**src/rtl/board_arb_pkg.sv**
```systemverilog
// Shared types and constants for the board RAM arbiter.
package board_arb_pkg;

   // Access sequencing: idle, RAM enabled, acknowledge/re-arbitrate.
   typedef enum logic [1:0] {
      StIdle,
      StAccess,
      StResp
   } arb_state_e;

   // Owner encoding, also exported on the debug/LED pins.
   localparam logic [1:0] OWN_NONE = 2'd0;
   localparam logic [1:0] OWN_CPU  = 2'd1;
   localparam logic [1:0] OWN_DISP = 2'd2;

   localparam int unsigned DEF_ADDR_W = 12;
   localparam int unsigned DEF_DATA_W = 32;

endpackage

```
**src/rtl/board_mem_arbiter_if.sv**
```systemverilog
// Bundle of the processor, display-scanner and RAM buses around the arbiter.
interface board_mem_arbiter_if
   import board_arb_pkg::*;
#(
   parameter int unsigned ADDR_W = DEF_ADDR_W,
   parameter int unsigned DATA_W = DEF_DATA_W
) ();

   logic              cpu_req;
   logic              cpu_we;
   logic [ADDR_W-1:0] cpu_addr;
   logic [DATA_W-1:0] cpu_wdata;
   logic              cpu_ack;
   logic [DATA_W-1:0] cpu_rdata;

   logic              disp_req;
   logic [ADDR_W-1:0] disp_addr;
   logic              disp_ack;
   logic [DATA_W-1:0] disp_rdata;

   logic              mem_en;
   logic              mem_we;
   logic [ADDR_W-1:0] mem_addr;
   logic [DATA_W-1:0] mem_wdata;
   logic [DATA_W-1:0] mem_rdata;

   // Arbiter side.
   modport slave (
      input  cpu_req, cpu_we, cpu_addr, cpu_wdata,
      input  disp_req, disp_addr,
      input  mem_rdata,
      output cpu_ack, cpu_rdata,
      output disp_ack, disp_rdata,
      output mem_en, mem_we, mem_addr, mem_wdata
   );

   // Requester/RAM side.
   modport master (
      output cpu_req, cpu_we, cpu_addr, cpu_wdata,
      output disp_req, disp_addr,
      output mem_rdata,
      input  cpu_ack, cpu_rdata,
      input  disp_ack, disp_rdata,
      input  mem_en, mem_we, mem_addr, mem_wdata
   );

endinterface

```
**src/rtl/starve_counter.sv**
```systemverilog
// Saturating count of cycles the display has been kept waiting.
module starve_counter #(
   parameter int unsigned LIMIT = 8,
   parameter int unsigned CNT_W = $clog2(LIMIT + 1)
) (
   input  logic             clock,
   input  logic             reset,
   input  logic             clr,
   input  logic             inc,
   output logic [CNT_W-1:0] count,
   output logic             at_limit
);

   logic [CNT_W-1:0] count_q;

   assign at_limit = (count_q == CNT_W'(LIMIT));
   assign count    = count_q;

   // Clear wins over increment; hold once the limit is reached.
   always_ff @(posedge clock or negedge reset) begin
      if (!reset) begin
         count_q <= '0;
      end else if (clr) begin
         count_q <= '0;
      end else if (inc && !at_limit) begin
         count_q <= count_q + CNT_W'(1);
      end
   end

endmodule

```
**src/rtl/board_mem_arbiter.sv**
```systemverilog
// Two-requester arbiter for the single-port board RAM: the processor has fixed
// priority, the display scanner is protected by a starvation counter.
module board_mem_arbiter
   import board_arb_pkg::*;
#(
   parameter int unsigned ADDR_W       = DEF_ADDR_W,
   parameter int unsigned DATA_W       = DEF_DATA_W,
   parameter int unsigned STARVE_LIMIT = 8
) (
   input  logic                clock,
   input  logic                reset,
   board_mem_arbiter_if.slave  bus,
   output logic [1:0]          owner
);

   localparam int unsigned CNT_W = $clog2(STARVE_LIMIT + 1);

   arb_state_e        state_q;
   logic [1:0]        owner_q;
   logic              mem_en_q;
   logic              mem_we_q;
   logic [ADDR_W-1:0] mem_addr_q;
   logic [DATA_W-1:0] mem_wdata_q;
   logic              acc_we_q;
   logic              cpu_ack_q;
   logic              disp_ack_q;

   logic [CNT_W-1:0]  wait_cnt;
   logic              at_limit;
   logic              arb_slot;
   logic              cpu_elig;
   logic              disp_elig;
   logic              grant_cpu;
   logic              grant_disp;
   logic              wait_clr;
   logic              wait_inc;

   // Grant decision; the requester being acked in RESP sits out this round.
   always_comb begin
      arb_slot   = (state_q == StIdle) || (state_q == StResp);
      cpu_elig   = bus.cpu_req && !((state_q == StResp) && (owner_q == OWN_CPU));
      disp_elig  = bus.disp_req && !((state_q == StResp) && (owner_q == OWN_DISP));
      grant_disp = arb_slot && disp_elig && (at_limit || !cpu_elig);
      grant_cpu  = arb_slot && cpu_elig && !grant_disp;
      wait_clr   = grant_disp || !bus.disp_req;
      wait_inc   = bus.disp_req && (owner_q != OWN_DISP);
   end

   starve_counter #(
      .LIMIT (STARVE_LIMIT),
      .CNT_W (CNT_W)
   ) u_starve (
      .clock    (clock),
      .reset    (reset),
      .clr      (wait_clr),
      .inc      (wait_inc),
      .count    (wait_cnt),
      .at_limit (at_limit)
   );

   // Sequencer with registered RAM controls, owner and ack pulses.
   always_ff @(posedge clock or negedge reset) begin
      if (!reset) begin
         state_q     <= StIdle;
         owner_q     <= OWN_NONE;
         mem_en_q    <= 1'b0;
         mem_we_q    <= 1'b0;
         mem_addr_q  <= '0;
         mem_wdata_q <= '0;
         acc_we_q    <= 1'b0;
         cpu_ack_q   <= 1'b0;
         disp_ack_q  <= 1'b0;
      end else begin
         mem_en_q   <= 1'b0;
         mem_we_q   <= 1'b0;
         cpu_ack_q  <= 1'b0;
         disp_ack_q <= 1'b0;
         case (state_q)
            StAccess: begin
               state_q <= StResp;
               if (owner_q == OWN_CPU) begin
                  cpu_ack_q <= 1'b1;
               end else if (owner_q == OWN_DISP) begin
                  disp_ack_q <= 1'b1;
               end
            end
            StIdle, StResp: begin
               if (grant_disp) begin
                  state_q    <= StAccess;
                  owner_q    <= OWN_DISP;
                  mem_en_q   <= 1'b1;
                  acc_we_q   <= 1'b0;
                  mem_addr_q <= bus.disp_addr;
               end else if (grant_cpu) begin
                  state_q     <= StAccess;
                  owner_q     <= OWN_CPU;
                  mem_en_q    <= 1'b1;
                  mem_we_q    <= bus.cpu_we;
                  acc_we_q    <= bus.cpu_we;
                  mem_addr_q  <= bus.cpu_addr;
                  mem_wdata_q <= bus.cpu_wdata;
               end else begin
                  state_q <= StIdle;
                  owner_q <= OWN_NONE;
               end
            end
            default: begin
               state_q <= StIdle;
               owner_q <= OWN_NONE;
            end
         endcase
      end
   end

   // RAM data arrives during RESP, so read data is steered straight through.
   always_comb begin
      bus.cpu_rdata  = (cpu_ack_q && !acc_we_q) ? bus.mem_rdata : '0;
      bus.disp_rdata = disp_ack_q ? bus.mem_rdata : '0;
   end

   assign bus.cpu_ack   = cpu_ack_q;
   assign bus.disp_ack  = disp_ack_q;
   assign bus.mem_en    = mem_en_q;
   assign bus.mem_we    = mem_we_q;
   assign bus.mem_addr  = mem_addr_q;
   assign bus.mem_wdata = mem_wdata_q;
   assign owner         = owner_q;

endmodule
```
**src/flat_wrapper.sv**
```systemverilog
// flat-port wrapper written by rule: the top's interface ports become plain ports
module board_mem_arbiter_flat import board_arb_pkg::*;
#(
   parameter int unsigned ADDR_W       = DEF_ADDR_W,
   parameter int unsigned DATA_W       = DEF_DATA_W,
   parameter int unsigned STARVE_LIMIT = 8
)
  (clock, reset, owner, bus_cpu_req, bus_cpu_we, bus_cpu_addr, bus_cpu_wdata, bus_disp_req, bus_disp_addr, bus_mem_rdata, bus_cpu_ack, bus_cpu_rdata, bus_disp_ack, bus_disp_rdata, bus_mem_en, bus_mem_we, bus_mem_addr, bus_mem_wdata);
  board_mem_arbiter_if #(.ADDR_W(ADDR_W), .DATA_W(DATA_W)) bus_i ();
  input  logic clock;
  input  logic reset;
  output logic [1:0] owner;
  input wire logic [$bits(bus_i.cpu_req)-1:0] bus_cpu_req;
  input wire logic [$bits(bus_i.cpu_we)-1:0] bus_cpu_we;
  input wire logic [$bits(bus_i.cpu_addr)-1:0] bus_cpu_addr;
  input wire logic [$bits(bus_i.cpu_wdata)-1:0] bus_cpu_wdata;
  input wire logic [$bits(bus_i.disp_req)-1:0] bus_disp_req;
  input wire logic [$bits(bus_i.disp_addr)-1:0] bus_disp_addr;
  input wire logic [$bits(bus_i.mem_rdata)-1:0] bus_mem_rdata;
  output wire logic [$bits(bus_i.cpu_ack)-1:0] bus_cpu_ack;
  output wire logic [$bits(bus_i.cpu_rdata)-1:0] bus_cpu_rdata;
  output wire logic [$bits(bus_i.disp_ack)-1:0] bus_disp_ack;
  output wire logic [$bits(bus_i.disp_rdata)-1:0] bus_disp_rdata;
  output wire logic [$bits(bus_i.mem_en)-1:0] bus_mem_en;
  output wire logic [$bits(bus_i.mem_we)-1:0] bus_mem_we;
  output wire logic [$bits(bus_i.mem_addr)-1:0] bus_mem_addr;
  output wire logic [$bits(bus_i.mem_wdata)-1:0] bus_mem_wdata;
  assign bus_i.cpu_req = bus_cpu_req;
  assign bus_i.cpu_we = bus_cpu_we;
  assign bus_i.cpu_addr = bus_cpu_addr;
  assign bus_i.cpu_wdata = bus_cpu_wdata;
  assign bus_i.disp_req = bus_disp_req;
  assign bus_i.disp_addr = bus_disp_addr;
  assign bus_i.mem_rdata = bus_mem_rdata;
  assign bus_cpu_ack = bus_i.cpu_ack;
  assign bus_cpu_rdata = bus_i.cpu_rdata;
  assign bus_disp_ack = bus_i.disp_ack;
  assign bus_disp_rdata = bus_i.disp_rdata;
  assign bus_mem_en = bus_i.mem_en;
  assign bus_mem_we = bus_i.mem_we;
  assign bus_mem_addr = bus_i.mem_addr;
  assign bus_mem_wdata = bus_i.mem_wdata;
  board_mem_arbiter #(.ADDR_W(ADDR_W), .DATA_W(DATA_W), .STARVE_LIMIT(STARVE_LIMIT)) u_core (.clock(clock), .reset(reset), .bus(bus_i), .owner(owner));
endmodule
```
**config.mk**
```make
export PLATFORM = sky130hd
export DESIGN_NAME = board_mem_arbiter_flat
export DESIGN_NICKNAME = d
export VERILOG_FILES = /design/src/rtl/board_arb_pkg.sv /design/src/rtl/board_mem_arbiter_if.sv /design/src/rtl/starve_counter.sv /design/src/rtl/board_mem_arbiter.sv /design/src/flat_wrapper.sv
export SDC_FILE = /design/constraint.sdc
export NUM_CORES = 1
export LEC_CHECK = 0
export CORE_ASPECT_RATIO = 2
export CORE_UTILIZATION = 30
export CTS_CLUSTER_DIAMETER = 100
export DETAILED_ROUTE_END_ITERATION = 10
export PLACE_DENSITY_LB_ADDON = 0.12
export SLEW_MARGIN = 10
export SYNTH_ARGS = -nofsm -noshare
export SYNTH_HDL_FRONTEND = slang
export SYNTH_SLANG_ARGS = --single-unit
```
**constraint.sdc**
```tcl
create_clock -name clock -period 2.11 [get_ports clock]
set_input_delay 0.422 -clock clock [delete_from_list [all_inputs] [get_ports clock]]
set_output_delay 0.422 -clock clock [all_outputs]
set_load 0.02 [all_outputs]
```
==> metrics, run 1 <==
status finished clean; XOR/XNOR share of the synthesized area less than 1%; post-synthesis async set-or-reset flop share 100.0%; Max Fclk 483.6 MHz; Netlist cell types 26; CP Launch Type input pin; layout cells sized above 1 13.71%; Final #Nets between 500 and 600; largest net degree at the start of global routing 34; Final Max Slew Viols 0; WP data arrival 1.65 ns; CTS buffer count 9; H-tree lvl count 3; Final Routed Wirelength 8330 µm; EDFF count, synth 0; wire length of the first global-routing pass 13630 µm; HP Class in2async; Starting Density a little under a third; Yosys top cell area share 50.76%; ys flop type dfrtp_1; Mapped Area about 0.0028 mm²; Syn. warnings 0; sequential element share of the synthesized area just over 50%; initial antenna violation count 0; full die area 0.009782 mm²; DRT iter0 DRCs 20; Rel. slew slack 66.29%; DRC 0; largest family of logic cells by synthesized area simple AND/OR/NAND/NOR gates; Compound-Gate Fraction of Synth Area roughly 5.8%; hold_buf cts 0; Critical Path RT ~1.7 ns; Post-CTS Setup Bufs 0; Worst Slack Setup Final 0.04211 ns; root buffer cell clkbuf_16; Final min period 2.068 ns; CP Capture Type output port; vias in the first global route approximately 2700; Placer Congestion 0.7436; Detail Route Antenna Nets 0; Clock Skews roughly 0.0053 ns; CORE AREA 0.009012 mm²; Longest Clk Path Bufs 2; Final Setup Violations 0; synth cell count leaders and2_1, dfrtp_1, mux2_2, mux2_4, nor4b_1; num rows 49; flops & latches, synth 57; Yosys top cell by area dfrtp_1; Synth Area in Adders 0.8905%; Leak 2.564 nW; synthesized area per cell roughly 12 µm²; VDD IR max 0.8624 mV; # diodes 0; post-synthesis cell count 229; Simple-Gate Fraction of Synth Area 22.57%; WL/cell 15.23 µm; Ports 207; Layout area overhead 90.07%; DR pass1 iterations 4; GR Util All Layers around 18%; critical setup path kind in2out; count of maximum capacitance violations 0; Clock Pin Slew Worst Setup and Hold Paths ~0.050 ns; Die Ht approximately 140 µm; top-count cell post-synth and2_1; proportion of synthesized area in mux cells 15.23%; HPWL after DPL about 6500 µm; Sink Count 57; worst slew pin tran 0.5057 ns; placed insts 532; Fin. Hold Viols 0; syn_nets 324; Pwr per Cell Area 1209 mW/mm²; Fin Hold WS 0.06773 ns; Place WS 0.02955 ns; routed via count 2577; vias per inst 4.711; die width roughly 70 µm; port bufs just over 200; Max FO, Critical Path 2; largest cells by area after synthesis dfrtp_1, and2_1, mux2_4, mux2_2, a221o_1; CTS tree done; grt ovf 0; period utilisation layout 98.00%; non-filler instance count after layout 547; Worst-Skew Late Latency 0.32 ns
-- worst paths after layout --
check	start	endpoint	slack [ns]	cells after the start
worst max-delay path	bus_mem_rdata[0]	bus_disp_rdata[0]	0.04	3
worst min-delay path	reset	u_core.bus.mem_wdata[14]$_DFFE_PN0P_	0.07	1
worst max register to register	u_core.u_starve.count[0]$_DFFE_PN0P_	u_core.u_starve.count[1]$_DFFE_PN0P_	0.16	6
min in group clock	u_core.bus.mem_wdata[0]$_DFFE_PN0P_	u_core.bus.mem_wdata[0]$_DFFE_PN0P_	0.50	1
worst min register to register	u_core.bus.mem_wdata[0]$_DFFE_PN0P_	u_core.bus.mem_wdata[0]$_DFFE_PN0P_	0.50	1
max in group asynchronous	reset	u_core.bus.mem_addr[5]$_DFFE_PN0P_	1.40	2
-- cell usage in the layout, fill, tap and decap left out, types with 2 or more instances in the layout --
cell             synthesis  final
clkbuf_8                 0      3
dfrtp_1                 57     57
and3_1                   5      5
mux2_4                  15     15
dlygate4sd2_1            0     32
and2_1                  66     66
buf_12                   0      3
bufinv_16                0      2
buf_4                    0      6
xnor2_1                  3      3
clkdlybuf4s50_1          0    163
ha_1                     2      2
clkbuf_16                0      9
nor4b_1                 13     13
dlymetal6s2s_1           0     10
nand2_1                  4      4
nand3b_1                 3      3
mux2_2                  18     18
inv_1                    5      5
a221o_1                 12     12
-- layout make-up --
cell class	instances	area, µm²
well taps	102	127.6
multi-input cells	152	1280
repair buffers	216	2158
fillers	781	3671
inverters	5	18.77
clock buffers	13	270.3
clock inverters	2	60.06
flip-flops and latches	57	1426
-- registers in the layout, summed over array words and instances (netlist names) --
name	cells
u_core.bus.mem_wdata	32
u_core.bus.mem_addr	12
u_core.u_starve.count	4
u_core.owner	2
u_core.state_q	2
u_core.acc_we_q	1
u_core.bus.cpu_ack	1
u_core.bus.disp_ack	1
u_core.bus.mem_en	1
u_core.bus.mem_we	1
-- cells by family (layout without fill, tap and decap cells) --
logic type,count (synthesis),in the layout
and+or+nand+nor,98,98
DFF,57,57
muxes,33,33
buffers and inverters,20,236
AOI/OAI and AO/OA,16,16
xor gates and xnor gates,3,3
adders and majority gates,2,2
-- power by group --
group / switching [mW] / internal (mW) / total (mW)
logic: 1.38 / 1.64 / 3.03
clock network: 0.458 / 1.12 / 1.58
registers: 0.286 / 1.57 / 1.85
-- stage by stage --
stage	power (mW)	TNS (ns)	cell area [µm²]	utilization, %
after detailed placement	4.967	0	5020	55.70
final	6.459	0	5341	59.27
after global placement	4.920	0	5020	55.70
after floorplan	3.417	0	2810	-
after global routing	6.794	-0.01182	5341	59.27
after CTS	6.551	0	5314	58.96
-- what timing repair did --
| item | CTS | global route |
|---|---|---|
| resized for setup | 33 | 11 |
| hold endpoints to repair | 0 | 0 |
| setup endpoints to repair | 52 | 11 |
-- worst max-delay path: stages --
cell and delay [ns]:
clkdlybuf4s50_1 0.48, and2_1 0.14, clkdlybuf4s50_1 0.60
-- routing by layer --
layer  vias to the layer above  share of wire [%]  GRT usage (%)
li1                       1226                  -              -
met1                      1191                 35          18.40
met2                       150                 55          32.78
met3                        10                8.4          4.942
met4                         0                1.6          7.158
met5                         -                  0              0
Note: power is estimated with default switching activity, not from simulation.
==> inputs of run 2 (changes only) <==
GPL_ROUTABILITY_DRIVEN = 1   (was unset)
==> results of run 2 <==
Same layout as run 1: the final DEF is identical, and so are final timing and power.
